## config.mk

```make
export PLATFORM = sky130hd
export DESIGN_NAME = uart_tx
export DESIGN_NICKNAME = d
export VERILOG_FILES = /design/src/rtl/uart_pkg.sv /design/src/rtl/uart_baud_cnt.sv /design/src/rtl/uart_tx.sv
export SDC_FILE = /design/constraint.sdc
export NUM_CORES = 1
export LEC_CHECK = 0
export CORE_MARGIN = 2
export CORE_UTILIZATION = 37
export CTS_BUF_LIST = sky130_fd_sc_hd__clkbuf_16
export DETAILED_ROUTE_END_ITERATION = 16
export HOLD_SLACK_MARGIN = 0.03
export SLEW_MARGIN = 20
export SYNTH_ARGS = -nofsm -noshare
export SYNTH_HDL_FRONTEND = slang
export SYNTH_SLANG_ARGS = --single-unit
export TNS_END_PERCENT = 20
```

## constraint.sdc

```tcl
create_clock -name clk -period 2.05 [get_ports clk]
set_input_delay 0.205 -clock clk [delete_from_list [all_inputs] [get_ports clk]]
set_output_delay 0.205 -clock clk [all_outputs]
set_load 0.005 [all_outputs]
```

## src/rtl/uart_pkg.sv

```systemverilog
// Shared definitions for the UART transmit and receive blocks:
// the transmitter state encoding, the idle line level and a
// ceil(log2) helper used to size counters from parameters.
package uart_pkg;

    typedef enum logic [2:0] {
        IDLE,
        START,
        DATA,
        PARITY,
        STOP
    } uart_tx_state_t;

    localparam logic UART_IDLE_LEVEL = 1'b1;

    // Smallest number of bits able to hold values 0..value-1.
    function automatic int clog2(input int value);
        int result;
        int remaining;
        result    = 0;
        remaining = value - 1;
        while (remaining > 0) begin
            result    = result + 1;
            remaining = remaining >> 1;
        end
        return result;
    endfunction

endpackage

```

## src/rtl/uart_baud_cnt.sv

```systemverilog
// Bit-time divider shared by the UART transmitter and receiver.
// Counts clk cycles from 0 to CLKS_PER_BIT-1 and wraps; bit_end is
// high during the last cycle of each bit time. A synchronous clear
// holds the count at 0 so a new bit time starts cleanly.
module uart_baud_cnt
    import uart_pkg::*;
#(
    parameter int CLKS_PER_BIT = 16
) (
    input  logic clk,
    input  logic reset,
    input  logic clear,
    output logic bit_end
);

    localparam int CNT_W = clog2(CLKS_PER_BIT);
    localparam logic [CNT_W-1:0] LAST_COUNT = CNT_W'(CLKS_PER_BIT - 1);

    logic [CNT_W-1:0] count;

    // Free-running bit-time counter, wrapping at the end of each bit.
    always_ff @(posedge clk) begin
        if (reset || clear) begin
            count <= '0;
        end else if (count == LAST_COUNT) begin
            count <= '0;
        end else begin
            count <= count + CNT_W'(1);
        end
    end

    assign bit_end = (count == LAST_COUNT);

endmodule

```

## src/rtl/uart_tx.sv

```systemverilog
// Parametrised UART transmitter. Accepts one word per send handshake
// while idle and shifts it out LSB first as start bit, DATA_W data
// bits, optional parity bit and STOP_BITS stop bits.
// Optional feature: define UART_TX_PARITY_EN to add the parity bit
// (PARITY_ODD selects odd sense, otherwise even).
// All outputs are registered one cycle behind the state register, so
// the line falls the cycle after accept and there is exactly one idle
// cycle between back-to-back frames.
module uart_tx
    import uart_pkg::*;
#(
    parameter int DATA_W       = 8,
    parameter int CLKS_PER_BIT = 16,
    parameter int STOP_BITS    = 1,
    parameter int PARITY_ODD   = 0
) (
    input  logic              clk,
    input  logic              reset,
    input  logic [DATA_W-1:0] tx_data,
    input  logic              send,
    output logic              TXD,
    output logic              td_busy,
    output logic              tx_done
);

    localparam int IDX_W = clog2(DATA_W + 1);
    localparam logic [IDX_W-1:0] LAST_DATA_IDX = IDX_W'(DATA_W - 1);
    localparam logic [IDX_W-1:0] LAST_STOP_IDX = IDX_W'(STOP_BITS - 1);

    // Reject parameter values the frame logic cannot represent.
    if (DATA_W < 5 || DATA_W > 9) begin : g_bad_data_w
        $error("uart_tx: DATA_W must be in 5..9");
    end
    if (CLKS_PER_BIT < 2) begin : g_bad_clks
        $error("uart_tx: CLKS_PER_BIT must be at least 2");
    end
    if (STOP_BITS < 1 || STOP_BITS > 2) begin : g_bad_stop
        $error("uart_tx: STOP_BITS must be 1 or 2");
    end
    if (PARITY_ODD < 0 || PARITY_ODD > 1) begin : g_bad_parity
        $error("uart_tx: PARITY_ODD must be 0 or 1");
    end

    uart_tx_state_t    state;
    logic [DATA_W-1:0] shift;
    logic [IDX_W-1:0]  bit_idx;
    logic              bit_end;
    logic              cnt_clear;
`ifdef UART_TX_PARITY_EN
    logic              parity_bit;
`endif

    // The bit timer only runs while a frame is in progress.
    assign cnt_clear = (state == IDLE);

    uart_baud_cnt #(
        .CLKS_PER_BIT(CLKS_PER_BIT)
    ) u_baud_cnt (
        .clk    (clk),
        .reset  (reset),
        .clear  (cnt_clear),
        .bit_end(bit_end)
    );

    // Frame sequencer: state, shift register, bit index and registered line outputs.
    always_ff @(posedge clk) begin
        if (reset) begin
            state      <= IDLE;
            shift      <= '0;
            bit_idx    <= '0;
            TXD        <= UART_IDLE_LEVEL;
            td_busy    <= 1'b0;
            tx_done    <= 1'b0;
`ifdef UART_TX_PARITY_EN
            parity_bit <= 1'b0;
`endif
        end else begin
            tx_done <= 1'b0;
            td_busy <= (state != IDLE);
            case (state)
                IDLE: begin
                    TXD <= UART_IDLE_LEVEL;
                    if (send) begin
                        shift      <= tx_data;
                        bit_idx    <= '0;
`ifdef UART_TX_PARITY_EN
                        parity_bit <= (^tx_data) ^ (PARITY_ODD != 0);
`endif
                        state      <= START;
                    end
                end
                START: begin
                    TXD <= ~UART_IDLE_LEVEL;
                    if (bit_end) begin
                        state <= DATA;
                    end
                end
                DATA: begin
                    TXD <= shift[0];
                    if (bit_end) begin
                        shift <= shift >> 1;
                        if (bit_idx == LAST_DATA_IDX) begin
                            bit_idx <= '0;
`ifdef UART_TX_PARITY_EN
                            state   <= PARITY;
`else
                            state   <= STOP;
`endif
                        end else begin
                            bit_idx <= bit_idx + IDX_W'(1);
                        end
                    end
                end
`ifdef UART_TX_PARITY_EN
                PARITY: begin
                    TXD <= parity_bit;
                    if (bit_end) begin
                        state <= STOP;
                    end
                end
`endif
                STOP: begin
                    TXD <= UART_IDLE_LEVEL;
                    if (bit_end) begin
                        if (bit_idx == LAST_STOP_IDX) begin
                            bit_idx <= '0;
                            tx_done <= 1'b1;
                            state   <= IDLE;
                        end else begin
                            bit_idx <= bit_idx + IDX_W'(1);
                        end
                    end
                end
                default: begin
                    TXD   <= UART_IDLE_LEVEL;
                    state <= IDLE;
                end
            endcase
        end
    end

endmodule

```

Yosys cells after proc, flatten, opt, wreduce, memory -nomap -nowiden
Cells that the tools add are included.
Storage, ports and cells
  bits in registers: 22
  input port bits: 11
  output and inout bits: 3
  logic and storage cells: 51
Operators by class
  $add $sub $neg: 2
  equality and inequality tests: 11
  mux-type cells: 18
  bitwise operators: 2
  reductions and logical operators: 11
Operator list (number)
  4-bit 2-to-1 mux: 5
  3-bit 2-to-1 mux: 6
  8-bit 2-to-1 mux: 2
  8-bit case mux with 2 select lines: 1
  2-bit != test, second input constant: 6
  3-bit case mux with 4 select lines: 1
  4-bit case mux with 3 select lines: 1
  4-bit by 1-bit adder with 4-bit output, second input constant: 2
  6-bit AND reduction: 1
  3-bit nonzero test: 2
  4-bit by 3-bit equality test with 1-bit output, second input constant: 1
  4-bit equality test, second input constant: 1
  4-bit logical NOT: 1
  4-bit AND reduction: 1
  3-bit by 1-bit equality test with 1-bit output, second input constant: 1
  3-bit by 2-bit equality test with 1-bit output, second input constant: 1
  3-bit equality test, second input constant: 1
  3-bit logical NOT: 1
  3-bit AND reduction: 1
  3-bit OR reduction: 1
  1-bit inverter: 2
  1-bit case mux with 2 select lines: 1
  2-bit nonzero test: 1
  2-bit OR reduction: 1
  other kinds (2): 2

Longest topological paths before layout
  depth in word-level cells: 4
  mapped depth: 7
  depth with buffers taken out: 7

Cells and area by module
From an unflattened synthesis, not the netlist that was laid out.
Unflattened totals
  cells, all modules: 127
  area, all modules: 1127.3 um^2
Modules (own cells, without submodules)
  uart_tx: instances 1, cells an instance 111, area an instance 969.7 um^2, seq. area each 360.3 um^2
  uart_baud_cnt: instances 1, cells an instance 16, area an instance 157.7 um^2, seq. area each 80.1 um^2

Worst setup path after synthesis
OpenSTA, ideal clock, no wires.
  kind: register to register
  from: register u_baud_cnt.count[0]
  to: register state[1]
  setup time: 0.072 ns
  data arrival time: 1.609 ns
  required time: 1.978 ns
  setup slack: 0.370 ns
  stages on the path, launching flop included: 7
  path buffers: 0
  period minus slack after synthesis: 1.680 ns
  cell sequence: dfxtp_1 -> ha_1 -> and3_1 -> or4_1 -> and3_1 -> o21ai_1 -> mux2i_1
On the way
  word-level cells in the longest chain between the ends: 3
  elaborated cells between the ends (all ways): 5
  those cells by class: eq/ne: 4; reduce/logical: 1
RTL lines
  from (decl): RTL line uart_baud_cnt.sv:19  | logic [CNT_W-1:0] count;
  from (signal assigned): RTL line uart_baud_cnt.sv:28  | count <= count + CNT_W'(1);
  4-bit equality test (*): RTL line uart_baud_cnt.sv:32  | assign bit_end = (count == LAST_COUNT);
  2-bit != test (no source line)
  6-bit AND reduction (no source line) (*)
  to (signal assigned): RTL line uart_tx.sv:68  | state <= IDLE;
  to (signal assigned): RTL line uart_tx.sv:89  | state <= START;
  to (signal assigned): RTL line uart_tx.sv:95  | state <= DATA;
  to (decl): RTL line uart_tx.sv:44  | uart_tx_state_t state;
Every way passes the cells marked *; elsewhere a longest branch is shown, timed or not.
A chain may end at the register's enable or synchronous reset.

Final worst setup path
Ends and elaborated chain as after synthesis.

==> results.md <==
* Syn Nets at 134
* Max Freq at 549 MHz
* Final Cycle Share at 0.889
* Post-DP Area at 1230 sq um
* # diodes at 0
* Slew HR at 0.723
* Critical-path cell list: ha_1 > and3_1 > or4_1 > and3_1 > o21ai_1 > mux2i_1
* Setup_tns at 0 ns
* Hpwl dp at 1510 um
* VDD IR max at 0.530 mV
* WS Path Type: reg2reg
* Final Max Slew Viols at 0
* Final Hold Fails at 0
* I/O pin total at 14
* Root buf cell: clkbuf_16
* H-tree depth at 1
* Cts hold-fix bufs at 0
* Cells after synthesis at 120
* Post-Syn Area at roughly 1100 sq um
* Die Ht at 57.6 um
* Port Buffers at 13
* Outcome: complete, no violations
* Synth unique cells at 31
* Per-cell routed wire length at around 12 um
* Seq cells post-synth at 22
* WP buf/inv at 0
* Max-Cap Viols at 0
* Via density at ~5.4
* CORE AREA at 2730 sq um
* Worst min path class: reg2reg
* Drt pass-1 iters at 4
* Leak pwr at 0.478 nW
* Layout Nets at 150
* Num CTS Buffers at 3
* Drt total wl at between 2000 and 2500 um
* Clock Tree Buf Depth at 2
* Post-route cell area at 1310 sq um
* CTS Sinks at 22
* Average instance area after synthesis at 8.84 sq um
* Delay-heaviest family, CP: simple AND/OR/NAND/NOR gates
* Width of the die at 57.6 um
* 1st-iter DRT viols at 17
* Area grow syn2layout at 23.6%
* Antenna-violating nets left at 0
* Pin count of the biggest net entering global routing at 17
* Routability-driven placement congestion ratio at 0.763
* Crit path capture type: register
* Initial antenna violation count at 0
* Number of post-CTS setup repair buffers at 0
* Final setup vio count at 0
* Die ar. at 3310 sq um
* Remaining Overflow, GRT at 0
* Most frequent CP cell: and3_1
* Skew-Pair Late Insertion Delay at 0.25 ns
* Pwr Total at 0.00144 W
* Vias post-DR at slightly below 900
* RR Startpoint: u_baud_cnt.count[0]
* CTS clk-pin slew, worst paths at 0.06 ns
* Post-Place Cells at roughly 160
* Synth Warn # at 0
* RSZ-0062 raised after global routing: no
* Sequential area share after synthesis at 0.415
* # DRC at 0
* Tmin final at about 1.8 ns
* Fillers at 277
* CTS tree: done
* Hold slack at 0.452 ns
* Worst Path Arrival at 2.01 ns
* Cell accounting for the most synthesized area: dfxtp_1
* Starting density of the core at 0.388
* Crit path largest cell delay at 0.42 ns
* Layout cells sized above 1 at 0.0889
* Top cells by area, synth: dfxtp_1 (42%), mux2i_1 (9.4%), nor2_1 (5.7%)
* CP Data Required Time at 2.23 ns
* Worst-path maximum fanout at 4
* Startpoint Class: register
* Non-filler cells, final at 166
* Worst path slowest cell: or4_1
* Clk_skew at 0.00152 ns
* HP Start: u_baud_cnt.count[0]
* First-pass GRT wire length at 3510 um
* CTS resizes at 0
* PwrDens at 1100 nW/um^2
* All-Layer GR Usage at 0.136
* Critical path origin: u_baud_cnt.count[0]
* Worst slew pin tran at 0.414 ns
* Proportion of netlist area held by the largest area contributor at 0.415
* Vias in the first global route at 828
* Core Rows at 19
-- area by class of cell --
cell class / instances / area [sq um] / share of cell area
Tap cell: 31 / 38.8 / 0.0296
Inverter: 3 / 11.3 / 0.00859
Timing Repair Buffer: 17 / 160 / 0.122
Multi-Input combinational cell: 89 / 582 / 0.444
Clock inverter: 1 / 3.75 / 0.00286
Clock buffer: 3 / 75.1 / 0.0573
Sequential cell: 22 / 440 / 0.336
-- cell families (layout without fill, tap and decap cells) --
| logic type | count (synthesis) | in the layout | share of synthesized area |
|---|---|---|---|
| and+or+nand+nor | 53 | 53 | 0.282 |
| AOI/OAI and AO/OA | 21 | 21 | 0.120 |
| xor gates and xnor gates | 2 | 2 | 0.0165 |
| DFF | 22 | 22 | 0.415 |
| adders and majority gates | 3 | 3 | 0.0354 |
| muxes | 10 | 10 | 0.0943 |
| buffers and inverters | 9 | 24 | 0.0366 |
-- path summary, 6_finish.rpt --
kind                                            end  slack [ns]  depth (start not counted)
worst max-delay path                       state[1]        0.23                          6
worst min-delay path            u_baud_cnt.count[0]        0.45                          1
worst max register to register             state[1]        0.23                          6
worst min register to register  u_baud_cnt.count[0]        0.45                          1
-- state kept, by name (all words and copies together), names as in the netlist --
name              count
TXD                   1
state                 3
shift                 8
td_busy               1
tx_done               1
u_baud_cnt.count      4
bit_idx               4
-- power by group --
part / internal [W] / switching, W / total (W)
Combinational: 0.000212 / 0.000206 / 0.000418
Clock: 0.000260 / 0.000151 / 0.000411
Sequential: 0.000522 / 0.0000869 / 0.000609
Total: 0.000994 / 0.000444 / 0.00144
-- metal layers --
| layer | vias to the layer above | routed length, um | global-route usage |
|---|---|---|---|
| li1 | 463 | - | - |
| met1 | 408 | 1030 | 0.179 |
| met2 | 16 | 937 | 0.218 |
| met3 | 4 | 56 | 0.0204 |
| met4 | 0 | 26 | 0.0664 |
| met5 | - | 0 | 0 |
-- cell usage after synthesis --
library cell,count
dfxtp_1,22
nor2_1,16
mux2i_1,10
a211oi_1,7
a21oi_1,7
nand3_1,7
nand2_1,5
buf_2,4
nand3b_1,4
and3_1,3
ha_1,3
inv_1,3
nand2b_1,3
o21ai_0,3
or3_1,3
clkbuf_1,2
nor3_1,2
nor3b_2,2
o21ai_1,2
a221oi_1,1
and2_4,1
nand4_1,1
nor2b_1,1
nor3_2,1
nor4_1,1
o22ai_1,1
or3b_2,1
or4_1,1
or4b_1,1
xnor2_1,1
xor2_1,1
-- stage by stage --
stage	setup WS (ns)	util
2_1_floorplan	0.370	-
3_3_place_gp	0.121	0.451
3_5_place_dp	0.0951	0.451
4_1_cts	0.221	0.480
5_1_grt	0.0966	0.480
6_report	0.227	0.480
-- cells in the final DEF, fill, tap and decap left out, types with 2 or more instances in the layout --
| cell type | n |
|---|---|
| nand3b_1 | 4 |
| o21ai_0 | 3 |
| a21oi_1 | 7 |
| o21ai_1 | 2 |
| nand2_1 | 5 |
| nor3_1 | 2 |
| or3_1 | 3 |
| inv_1 | 3 |
| nor3b_2 | 2 |
| mux2i_1 | 10 |
| a211oi_1 | 7 |
| nand3_1 | 7 |
| dfxtp_1 | 22 |
| nor2_1 | 16 |
| and3_1 | 3 |
| buf_4 | 4 |
| ha_1 | 3 |
| nand2b_1 | 3 |
| clkbuf_16 | 3 |
| clkdlybuf4s50_1 | 13 |
Power figures use the tool's default switching activity.
